<file path="src/rtl/alu_mdu_seq_if.sv">
// Purpose: request/response bundle between a requester and alu_mdu_seq.
// Latency: none, wires only.
// Backpressure: in_valid/in_ready on the request side, out_valid/out_ready on the result side.
// Ports: master = requester (drives operands, select, flush, out_ready);
//        slave  = alu_mdu_seq (drives in_ready, out_valid, res, zero, negative).
interface alu_mdu_seq_if #(
  parameter int XLEN = 32
);
  logic            in_valid;
  logic            in_ready;
  logic [XLEN-1:0] op1;
  logic [XLEN-1:0] op2;
  logic [4:0]      alu_sel;
  logic            flush;
  logic            out_valid;
  logic            out_ready;
  logic [XLEN-1:0] res;
  logic            zero;
  logic            negative;

  modport master (
    output in_valid, op1, op2, alu_sel, flush, out_ready,
    input  in_ready, out_valid, res, zero, negative
  );

  modport slave (
    input  in_valid, op1, op2, alu_sel, flush, out_ready,
    output in_ready, out_valid, res, zero, negative
  );
endinterface

</file>
<file path="src/rtl/alu_mdu_seq.sv">
// Purpose: sequential ALU with iterative multiply (shift-add) and restoring divide.
// Latency: result valid 1 edge after accept for ALU ops and div bypass cases, XLEN+1 edges
//          (counting the accept edge) for multiply/divide.
// Backpressure: one op in flight; in_ready only in IDLE, result held in DONE until out_ready.
// Ports: clk, rst_n (async, active-low); bus (slave modport) carries the request
//        handshake, operands, select, flush, and the registered result and flags.
module alu_mdu_seq #(
  parameter int XLEN = 32,
  parameter int SHW  = $clog2(XLEN)
) (
  input  logic         clk,
  input  logic         rst_n,
  alu_mdu_seq_if.slave bus
);

  localparam int CW = $clog2(XLEN);

  typedef enum logic [1:0] {IDLE, MUL, DIV, DONE} state_t;

  state_t            state_q, state_d;
  logic [CW-1:0]     cnt_q, cnt_d;
  logic [XLEN-1:0]   res_q, res_d;
  logic              zero_q, zero_d;
  logic              neg_q, neg_d;
  logic [XLEN-1:0]   a_q, a_d;        // magnitude of op1
  logic [XLEN-1:0]   b_q, b_d;        // magnitude of op2
  logic [2*XLEN-1:0] prod_q, prod_d;
  logic [XLEN-1:0]   rem_q, rem_d;
  logic [XLEN-1:0]   quo_q, quo_d;
  logic [1:0]        fn_q, fn_d;      // variant within the mul or div group
  logic              sgn_q, sgn_d;    // negate product / quotient at the end
  logic              rsgn_q, rsgn_d;  // negate remainder at the end

  // ---------------- request decode ----------------
  logic [XLEN-1:0] op1, op2, diff, alu_res;
  logic [SHW-1:0]  shamt;
  logic [4:0]      sel;
  logic            is_mul, is_div, op1_signed, op2_signed, s1, s2;
  logic            div_zero, div_ovf;

  assign op1   = bus.op1;
  assign op2   = bus.op2;
  assign sel   = bus.alu_sel;
  assign shamt = op2[SHW-1:0];
  assign diff  = op1 - op2;

  assign is_mul = (sel[4:2] == 3'b100);
  assign is_div = (sel[4:2] == 3'b101);

  // MULH: both signed; MULHSU: op1 signed only; DIV/REM (even codes): both signed.
  assign op1_signed = (is_mul && (sel[1:0] == 2'b01 || sel[1:0] == 2'b10)) || (is_div && !sel[0]);
  assign op2_signed = (is_mul && (sel[1:0] == 2'b01)) || (is_div && !sel[0]);
  assign s1 = op1_signed & op1[XLEN-1];
  assign s2 = op2_signed & op2[XLEN-1];

  assign div_zero = (op2 == '0);
  assign div_ovf  = !sel[0] && (op1 == {1'b1, {(XLEN-1){1'b0}}}) && (op2 == '1);

  always_comb begin
    alu_res = '0;
    unique case (sel)
      5'b00000: alu_res = op1 + op2;
      5'b00001: alu_res = op1 - op2;
      5'b00010: alu_res = op2;
      5'b00011: alu_res = op1 << shamt;
      5'b00100: alu_res = op1 >> shamt;
      5'b00101: alu_res = $unsigned($signed(op1) >>> shamt);
      5'b00110: alu_res = op1 ^ op2;
      5'b00111: alu_res = op1 | op2;
      5'b01000: alu_res = op1 & op2;
      5'b01001: alu_res = {{(XLEN-1){1'b0}}, ($signed(op1) < $signed(op2))};
      default:  alu_res = '0;
    endcase
  end

  // ---------------- iteration datapath ----------------
  // Multiply walks the multiplier MSB-first: shift the partial product left, add the
  // multiplicand when the current bit is set.
  logic [2*XLEN-1:0] p_step, p_fin;
  assign p_step = {prod_q[2*XLEN-2:0], 1'b0} + (b_q[cnt_q] ? {{XLEN{1'b0}}, a_q} : '0);
  assign p_fin  = sgn_q ? -p_step : p_step;

  // Restoring divide: bring down one dividend bit, subtract when it fits.
  logic [XLEN:0]   r_sh, r_sub;
  logic            ge;
  logic [XLEN-1:0] r_new, quo_new, q_fin, r_fin;
  assign r_sh  = {rem_q, a_q[cnt_q]};
  assign r_sub = r_sh - {1'b0, b_q};
  assign ge    = (r_sh >= {1'b0, b_q});
  assign r_new = ge ? r_sub[XLEN-1:0] : r_sh[XLEN-1:0];

  always_comb begin
    quo_new         = quo_q;
    quo_new[cnt_q]  = ge;
  end

  assign q_fin = sgn_q  ? -quo_new : quo_new;
  assign r_fin = rsgn_q ? -r_new   : r_new;

  // ---------------- FSM ----------------
  always_comb begin
    state_d = state_q;
    cnt_d   = cnt_q;
    res_d   = res_q;
    zero_d  = zero_q;
    neg_d   = neg_q;
    a_d     = a_q;
    b_d     = b_q;
    prod_d  = prod_q;
    rem_d   = rem_q;
    quo_d   = quo_q;
    fn_d    = fn_q;
    sgn_d   = sgn_q;
    rsgn_d  = rsgn_q;

    if (bus.flush) begin
      // Abort wins over accept and over the result handshake.
      state_d = IDLE;
      cnt_d   = '0;
    end else begin
      unique case (state_q)
        IDLE: begin
          if (bus.in_valid) begin
            zero_d = (diff == '0);
            neg_d  = diff[XLEN-1];
            fn_d   = sel[1:0];
            a_d    = s1 ? -op1 : op1;
            b_d    = s2 ? -op2 : op2;
            sgn_d  = s1 ^ s2;
            rsgn_d = s1;
            prod_d = '0;
            rem_d  = '0;
            quo_d  = '0;
            if (is_mul) begin
              state_d = MUL;
              cnt_d   = CW'(XLEN - 1);
            end else if (is_div && div_zero) begin
              res_d   = sel[1] ? op1 : '1;
              state_d = DONE;
            end else if (is_div && div_ovf) begin
              res_d   = sel[1] ? '0 : op1;
              state_d = DONE;
            end else if (is_div) begin
              state_d = DIV;
              cnt_d   = CW'(XLEN - 1);
            end else begin
              res_d   = alu_res;
              state_d = DONE;
            end
          end
        end
        MUL: begin
          prod_d = p_step;
          if (cnt_q == '0) begin
            res_d   = (fn_q == 2'b00) ? p_fin[XLEN-1:0] : p_fin[2*XLEN-1:XLEN];
            state_d = DONE;
          end else begin
            cnt_d = cnt_q - 1'b1;
          end
        end
        DIV: begin
          rem_d = r_new;
          quo_d = quo_new;
          if (cnt_q == '0) begin
            res_d   = fn_q[1] ? r_fin : q_fin;
            state_d = DONE;
          end else begin
            cnt_d = cnt_q - 1'b1;
          end
        end
        DONE: begin
          if (bus.out_ready) state_d = IDLE;
        end
        default: state_d = IDLE;
      endcase
    end
  end

  always_ff @(posedge clk or negedge rst_n) begin
    if (!rst_n) begin
      state_q <= IDLE;
      cnt_q   <= '0;
      res_q   <= '0;
      zero_q  <= 1'b0;
      neg_q   <= 1'b0;
      a_q     <= '0;
      b_q     <= '0;
      prod_q  <= '0;
      rem_q   <= '0;
      quo_q   <= '0;
      fn_q    <= '0;
      sgn_q   <= 1'b0;
      rsgn_q  <= 1'b0;
    end else begin
      state_q <= state_d;
      cnt_q   <= cnt_d;
      res_q   <= res_d;
      zero_q  <= zero_d;
      neg_q   <= neg_d;
      a_q     <= a_d;
      b_q     <= b_d;
      prod_q  <= prod_d;
      rem_q   <= rem_d;
      quo_q   <= quo_d;
      fn_q    <= fn_d;
      sgn_q   <= sgn_d;
      rsgn_q  <= rsgn_d;
    end
  end

  assign bus.in_ready  = (state_q == IDLE);
  assign bus.out_valid = (state_q == DONE);
  assign bus.res       = res_q;
  assign bus.zero      = zero_q;
  assign bus.negative  = neg_q;

endmodule

</file>
<file path="src/flat_wrapper.sv">
// flat-port wrapper written by rule: the top's interface ports become plain ports
module alu_mdu_seq_flat 
#(
  parameter int XLEN = 32,
  parameter int SHW  = $clog2(XLEN)
)
  (clk, rst_n, bus_in_valid, bus_op1, bus_op2, bus_alu_sel, bus_flush, bus_out_ready, bus_in_ready, bus_out_valid, bus_res, bus_zero, bus_negative);
  alu_mdu_seq_if #(.XLEN(XLEN)) bus_i ();
  input  logic clk;
  input  logic rst_n;
  input wire logic [$bits(bus_i.in_valid)-1:0] bus_in_valid;
  input wire logic [$bits(bus_i.op1)-1:0] bus_op1;
  input wire logic [$bits(bus_i.op2)-1:0] bus_op2;
  input wire logic [$bits(bus_i.alu_sel)-1:0] bus_alu_sel;
  input wire logic [$bits(bus_i.flush)-1:0] bus_flush;
  input wire logic [$bits(bus_i.out_ready)-1:0] bus_out_ready;
  output wire logic [$bits(bus_i.in_ready)-1:0] bus_in_ready;
  output wire logic [$bits(bus_i.out_valid)-1:0] bus_out_valid;
  output wire logic [$bits(bus_i.res)-1:0] bus_res;
  output wire logic [$bits(bus_i.zero)-1:0] bus_zero;
  output wire logic [$bits(bus_i.negative)-1:0] bus_negative;
  assign bus_i.in_valid = bus_in_valid;
  assign bus_i.op1 = bus_op1;
  assign bus_i.op2 = bus_op2;
  assign bus_i.alu_sel = bus_alu_sel;
  assign bus_i.flush = bus_flush;
  assign bus_i.out_ready = bus_out_ready;
  assign bus_in_ready = bus_i.in_ready;
  assign bus_out_valid = bus_i.out_valid;
  assign bus_res = bus_i.res;
  assign bus_zero = bus_i.zero;
  assign bus_negative = bus_i.negative;
  alu_mdu_seq #(.XLEN(XLEN), .SHW(SHW)) u_core (.clk(clk), .rst_n(rst_n), .bus(bus_i));
endmodule
</file>
<file path="config.mk">
export PLATFORM = sky130hd
export DESIGN_NAME = alu_mdu_seq_flat
export DESIGN_NICKNAME = d
export VERILOG_FILES = /design/src/rtl/alu_mdu_seq_if.sv /design/src/rtl/alu_mdu_seq.sv /design/src/flat_wrapper.sv
export SDC_FILE = /design/constraint.sdc
export NUM_CORES = 2
export LEC_CHECK = 0
export CAP_MARGIN = 20
export CORE_MARGIN = 2
export CORE_UTILIZATION = 50
export DETAILED_ROUTE_END_ITERATION = 10
export GPL_TIMING_DRIVEN = 0
export PLACE_DENSITY = 0.69
export SETUP_SLACK_MARGIN = 0.05
export SYNTH_ARGS = -nofsm -noshare
export SYNTH_HDL_FRONTEND = slang
export SYNTH_SLANG_ARGS = --single-unit
</file>
<file path="constraint.sdc">
create_clock -name clk -period 8.4 [get_ports clk]
set_clock_uncertainty 0.1 [all_clocks]
set_input_delay 1.68 -clock clk [delete_from_list [all_inputs] [get_ports clk]]
set_output_delay 1.68 -clock clk [all_outputs]
set_load 0.01 [all_outputs]
</file>
# --- Yosys cells after proc, flatten, opt, wreduce, memory -nomap -nowiden ---
# Cells that the tools add are included.
classes:
  muxes: 49
  reduce_logical: 29
  n_bitwise: 7
  n_addsub: 10
  magnitude_cmp: 4
  shifts: 3
  n_eq_ne: 30
ops:
  columns: ["cell", "n"]
  rows:
  - ["32-bit 2-to-1 mux", 18]
  - ["32-bit case mux with 10 select lines", 1]
  - ["32-bit negation", 4]
  - ["32-bit case mux with 2 select lines", 2]
  - ["63-bit case mux with 2 select lines", 1]
  - ["32-bit case mux with 3 select lines", 1]
  - ["64-bit by 32-bit adder with 64-bit output", 1]
  - ["32-bit == test, second input constant", 2]
  - ["32-bit logical NOT", 2]
  - ["64-bit 2-to-1 mux", 1]
  - ["64-bit negation", 1]
  - ["32-bit subtractor", 2]
  - ["63-bit 2-to-1 mux", 1]
  - ["5-bit 2-to-1 mux", 7]
  - ["33-bit by 32-bit greater-or-equal comparator with 1-bit output", 1]
  - ["32-bit adder", 1]
  - ["32-bit bitwise AND", 1]
  - ["32-bit bitwise mux", 1]
  - ["32-bit < comparator", 1]
  - ["32-bit bitwise OR", 1]
  - ["32-bit by 5-bit left shift with 32-bit output", 1]
  - ["32-bit by 5-bit >> shifter with 32-bit output", 1]
  - ["32-bit by 5-bit >>> shifter with 32-bit output", 1]
  - ["32-bit bitwise XOR", 1]
  - ["37 further kinds", 78]
word_totals:
  word_cells: 145
  ff_bits: 236

# --- Longest topological paths before layout ---
logic_depth:
  ltp_word: 10
  ltp_mapped: 29
  mapped_depth_nobuf: 22

# --- Least setup slack after synthesis ---
# OpenSTA, ideal clock, no wires.
synth_timing:
  path_kind: "register to register"
  from: "register u_core.cnt_q[0]"
  to: "register u_core.res_q[30], in the netlist u_core.bus.res[30]"
  slack_ns: 1.841
  required_ns: 8.170
  t_arrival_ns: 6.329
  path_buffers: 7
  stages_incl_launch_ff: 30
  cell_sequence: "dfrtp_1 > buf_4 > buf_2 > buf_2 > mux4_2 > nand2_1 > o311a_1 > o211a_1 > ha_1 > nor2b_1 > o21ba_2 > o211ai_1 > a21o_1 > a21oi_1 > nor2_1 > clkbuf_1 > clkbuf_1 > clkbuf_1 > o21a_1 > ha_1 > nand3_1 > nor3_1 > a31oi_1 > or4b_1 > clkbuf_1 > or4_1 > o21ai_0 > xor2_1 > o2111a_1 > a31oi_1"
synth_via:
  elab_chain_cells: 10
synth_rtl:
  columns: ["element", "line_no", "text"]
  rows:
  - ["start: declaration", "alu_mdu_seq.sv:21", "logic [CW-1:0] cnt_q, cnt_d;"]
  - ["start signal: assignment", "alu_mdu_seq.sv:196", "cnt_q <= cnt_d;"]
  - ["branches (longest 10 deep; another with 64-bit by 32-bit adder with 64-bit output)", null, null]
  - ["end signal: assignment", "alu_mdu_seq.sv:197", "res_q <= res_d;"]
  - ["end: declaration", "alu_mdu_seq.sv:22", "logic [XLEN-1:0] res_q, res_d;"]
# Parallel ways; which one is timed is not known. The select of a mux whose other input is x is not followed.
# A chain may end at the register's enable or synchronous reset.

# --- Worst setup path after layout ---
layout_timing:
  from: "input port bus_op2[1]"
  to: "register u_core.res_q[27], in the netlist u_core.bus.res[27]"
layout_via:
  elab_chain_cells: 8
layout_rtl:
  columns: ["element", "line_no", "text"]
  rows:
  - ["start: declaration", "flat_wrapper.sv:13", "input wire logic [$bits(bus_i.op2)-1:0] bus_op2;"]
  - ["32-bit subtractor, or another cell as far along", "alu_mdu_seq.sv:63", "5'b00001: alu_res = op1 - op2;"]
  - ["32-bit case mux with 10 select lines or 1-bit logical AND (tied branches)", "alu_mdu_seq.sv:61, alu_mdu_seq.sv:57", null]
  - ["32-bit 2-to-1 mux or 1-bit logical AND (tied branches)", "alu_mdu_seq.sv:143, alu_mdu_seq.sv:140", null]
  - ["32-bit 2-to-1 mux", "alu_mdu_seq.sv:140", "end else if (is_div && div_ovf) begin"]
  - ["32-bit 2-to-1 mux", "alu_mdu_seq.sv:137", "end else if (is_div && div_zero) begin"]
  - ["32-bit 2-to-1 mux", "alu_mdu_seq.sv:134", "if (is_mul) begin"]
  - ["32-bit 2-to-1 mux", "alu_mdu_seq.sv:123", "if (bus.in_valid) begin"]
  - ["32-bit case mux with 3 select lines", "alu_mdu_seq.sv:121", "unique case (state_q)"]
# Parallel ways exist; a longest one is shown, timed or not. The select of a mux whose other input is x is not followed.

==> reports/results.md <==
| Item | Value |
|---|---|
| Final critical delay including setup and external delays | 8.42 ns |
| Sum of net half-perimeters after detailed placement | 137000 µm |
| Count of warnings emitted by yosys | 0 |
| Root buffer cell | sky130_fd_sc_hd__clkbuf_16 |
| CTS tree | yes |
| Total Die Area | 65800 µm² |
| Most used flip-flop cell after synthesis | sky130_fd_sc_hd__dfrtp_1 |
| Xor and xnor fraction of the mapped netlist area | 6.37% |
| Number of DRC violations after detailed routing | 0 |
| Detailed-router iteration count before antenna repair | 11 |
| Remaining number of nets flagged by the antenna check after routing | 0 |
| Top metal layer carrying routed signals | met5 |
| Share of synthesized cell area in full adder, half adder and majority cells | 7.31% |
| Endpoint class of the critical path | flop |
| Max-cap violation count | 0 |
| CP max-delay cell | sky130_fd_sc_hd__o41ai_1 |
| First-pass GRT wire length | 250000 µm |
| Syn Nets | 4599 |
| Clock sink count | 236 |
| Final WS setup | -0.0236 ns |
| Synth Area per Inst | 7.35 µm² |
| Post-synthesis compound-gate area fraction | 31.3% |
| PortBufs | 108 |
| # rows | 92 |
| Die width | 257 µm |
| Clock buffer depth | 3 |
| Maximum number of pins on one net before global-route repair | 101 |
| RSZ-0062 raised after global routing | true |
| Share of total power in sequential cells | 16.9% |
| Combinational family with the most area after synthesis | compound AO/OA/AOI/OAI gates |
| Synth Cell Area | 31900 µm² |
| Timing endpoint of the critical path | u_core.bus.res[27]$_DFFE_PN0P_ |
| Detailed Route WL | 176000 µm |
| Wire length on met2 | 70300 µm |
| Fraction of registers with async set/reset | 100% |
| Count of state elements after synthesis | 236 |
| Area added between synthesis and finish | 10.5% |
| Clock slew at the register clock pins of the worst setup and hold paths | 0.06 ns |
| Final Total Pwr | 10.7 mW |
| Hold-fix buffer count after cts | 0 |
| Reg2Reg Launch Point | u_core.cnt_q[2]$_DFFE_PN0P_ |
| Endpoint of the worst-slack reg-to-reg timing path | u_core.bus.res[30]$_DFFE_PN0P_ |
| Average wire length per cell after detail routing | 32.8 µm |
| Clock latency at the later pin of the worst-skew pair | 0.60 ns |
| PwrDens | 302 nW/µm² |
| Maximum vdd drop | 0.206 mV |
| Slew @ Worst Pin | 1.33 ns |
| Run status | finished with violations |
| Number of setup violations in the final report | 1 |
| Final critical-path share of the clock period | 100% |
| DR vias | 39.2k |
| Post-Synth Simple-Gate Area | 22.6% |
| Starting utilization of the core area | 50.6% |
| Final layout net count | 4755 |
| Number of gates on the worst path with buffers counted | 19 |
| Overall fraction of global-route tracks in use | 51.2% |
| Hold Violations, Final | 0 |
| EDFF count, synth | 0 |
| Clock share of power | 12.1% |
| Delay contributed by the slowest stage of the critical path | 0.88 ns |
| Leakage power summed over all cells | 13.9 nW |
| Number of global-route vias before repair | 36.1k |
| Sequential area share after synthesis | 18.5% |
| Largest fanout of any net on the critical path | 10 |
| Startpoint type of the worst setup path | primary input |
| Most common library cell in the layout ignoring fill and taps | sky130_fd_sc_hd__nand2_1 |
| Routability congestion estimate | 1.16 |
| Initial antenna violation count | 10 |
| Peak Freq | 119 MHz |
| Switching power share of the total | 57.3% |
| Routed via count divided by cell count | 7.30 |
| Height of the die | 257 µm |
| Combinational Power Share | 71.0% |
| H-tree depth | 1 |
| Number of instances in the synthesized netlist | 4341 |
| Mux cell area share after synthesis | 7.73% |
| Hold/Removal Path Class | reg2reg |
| Worst reg-to-reg setup slack | 0.22 ns |
| Kind of cell adding the most delay to the critical path | buffers and inverters |
| Buffers plus inverters on the worst setup path | 6 |
| Met3 Routed Length | 24700 µm |
| Hold Slack | 0.389 ns |
| Classification of the worst setup path | in2reg |
| Overall overflow remaining after global route | 0 |
| Cell Chain, Critical Path | clkdlybuf4s50_1 > clkbuf_1 > buf_1 > clkbuf_1 > clkinvlp_4 > buf_4 > ha_1 > o21bai_1 > a21oi_1 > o211a_1 > nor3_1 > o41ai_1 > a21boi_0 > nor2_1 > o21ai_0 > nor4b_1 > nor3_1 > o22ai_1 > a21oi_1 |
| Data arrival time of the critical path | 8.83 ns |
| Final Slew Violations | 0 |
| Int Power | 4.55 mW |
| Worst r2r path cells | 27 |
| Distinct cell type count of the synthesized netlist | 102 |
| Placeable core area | 63100 µm² |
| Max_slew headroom | 10.2% |
| Launching instance or port of the critical path | bus_op2[1] |
| Final standard cell utilization of the core | 55.9% |
| Failing checks | negative setup slack |
| Worst path required time | 8.81 ns |
| Number of DRC markers after the initial detailed-route iteration | 6551 |
| Switch Pwr | 6.10 mW |
| Leading cell types in the layout, fill and taps excluded | 502 x sky130_fd_sc_hd__nand2_1, 427 x sky130_fd_sc_hd__o21ai_0, 379 x sky130_fd_sc_hd__nor2_1, 286 x sky130_fd_sc_hd__a21oi_1, 267 x sky130_fd_sc_hd__clkbuf_1 |
| Ratio of cells with drive above 1 in the final layout | 5.69% |
| Wire length on met1 | 61700 µm |
| CTS buffer count | 27 |
| Sum of negative setup slack | -0.0236 ns |
| Top-Level Pins | 110 |
## cells in the mapped netlist (35+ instances only)
cell	number	area, µm²
sky130_fd_sc_hd__clkbuf_1	274	1030
sky130_fd_sc_hd__xnor2_1	159	1390
sky130_fd_sc_hd__dfrtp_1	236	5910
sky130_fd_sc_hd__nand4_1	65	407
sky130_fd_sc_hd__ha_1	180	2250
sky130_fd_sc_hd__nand2b_1	35	219
sky130_fd_sc_hd__or3_1	40	250
sky130_fd_sc_hd__o211ai_1	53	398
sky130_fd_sc_hd__a211oi_1	54	405
sky130_fd_sc_hd__a31oi_1	59	369
sky130_fd_sc_hd__and2_1	67	419
sky130_fd_sc_hd__mux4_2	66	1490
sky130_fd_sc_hd__nor3_1	111	556
sky130_fd_sc_hd__a21o_1	50	375
sky130_fd_sc_hd__xor2_1	73	639
sky130_fd_sc_hd__a221oi_1	38	333
sky130_fd_sc_hd__inv_1	182	683
sky130_fd_sc_hd__o21ai_0	427	2140
sky130_fd_sc_hd__a21oi_1	287	1440
sky130_fd_sc_hd__nor2_1	380	1430
sky130_fd_sc_hd__o31ai_1	48	360
sky130_fd_sc_hd__nor4_1	45	282
sky130_fd_sc_hd__nand3_1	95	475
sky130_fd_sc_hd__nand2_1	503	1890
sky130_fd_sc_hd__a22o_1	50	438
sky130_fd_sc_hd__mux2i_1	81	811
sky130_fd_sc_hd__o2111ai_1	36	315
## layer usage
layer  GRT usage [%]  up-vias
li1                -    16500
met1            61.2    18300
met2            73.8     3465
met3            17.4      917
met4            42.6        8
met5           0.950        -
## power groups by stage
| stage | registers (mW) | logic [mW] | clock network (mW) |
|---|---|---|---|
| 2_1_floorplan | 1.67 | 4.65 | 0 |
| 5_1_grt | 1.81 | 7.89 | 1.32 |
| 4_1_cts | 1.77 | 7.09 | 1.28 |
| 6_report | 1.80 | 7.56 | 1.29 |
| 3_5_place_dp | 1.78 | 7.04 | 0 |
| 3_3_place_gp | 1.77 | 6.96 | 0 |
## worst min-delay path by stage
stage | start | endpoint | slack, ns | depth (start not counted)
floorplan | u_core.b_q[31]$_DFFE_PN0P_ | u_core.b_q[31]$_DFFE_PN0P_ | 0.35 | 2
global placement | u_core.b_q[31]$_DFFE_PN0P_ | u_core.b_q[31]$_DFFE_PN0P_ | 0.37 | 2
detailed placement | u_core.b_q[31]$_DFFE_PN0P_ | u_core.b_q[31]$_DFFE_PN0P_ | 0.38 | 2
CTS | u_core.b_q[31]$_DFFE_PN0P_ | u_core.b_q[31]$_DFFE_PN0P_ | 0.39 | 2
global route | u_core.a_q[4]$_DFFE_PN0P_ | u_core.a_q[4]$_DFFE_PN0P_ | 0.43 | 2
finish | u_core.b_q[31]$_DFFE_PN0P_ | u_core.b_q[31]$_DFFE_PN0P_ | 0.39 | 2
## final cells by class
class / count / area [µm²]
diodes: 6 / 15.0
plain buffers: 326 / 1290
clock buffers: 34 / 732
clock inverters: 16 / 189
fillers: 6209 / 27800
inverters: 184 / 694
multi-input cells: 3593 / 24100
flip-flops and latches: 236 / 5910
well taps: 846 / 1060
repair buffers: 129 / 1290
## flip-flops by register name (all words and copies together), names as in the netlist
register             count
u_core.bus.zero          1
u_core.prod_q           63
u_core.fn_q              2
u_core.state_q           2
u_core.b_q              32
u_core.rem_q            32
u_core.quo_q            32
u_core.sgn_q             1
u_core.a_q              32
u_core.bus.res          32
u_core.rsgn_q            1
u_core.bus.negative      1
u_core.cnt_q             5
## tightest hold or removal path: cells and delay by family, from the launching register on
family,cells,cell delay (ns)
AO/OA/AOI/OAI,1,0.06
flip-flops,1,0.35
AND/OR/NAND/NOR,1,0.05
## through the flow
stage	instances	setup WS, ns	cell area [µm²]
floorplan	4341	1.84	31900
global placement	5295	-4.89	34000
detailed placement	5307	-0.632	34200
CTS	5356	0.0910	35100
global route	5367	0.0406	35300
finish	5370	-0.0236	35300
## repair_timing
action | CTS | global route
pin swaps | 0 | 1
buffers inserted | 0 | 3
endpoints found under the setup margin | 10 | 18
gates resized for setup | 8 | 22
gates cloned | 0 | 0
## kinds of logic after synthesis
family / after synthesis
compound gates: 1501
simple gates: 1514
flops: 236
mux: 162
fa+ha+maj: 184
xor+xnor: 232
buf+inv: 512
Power figures use the tool's default switching activity.
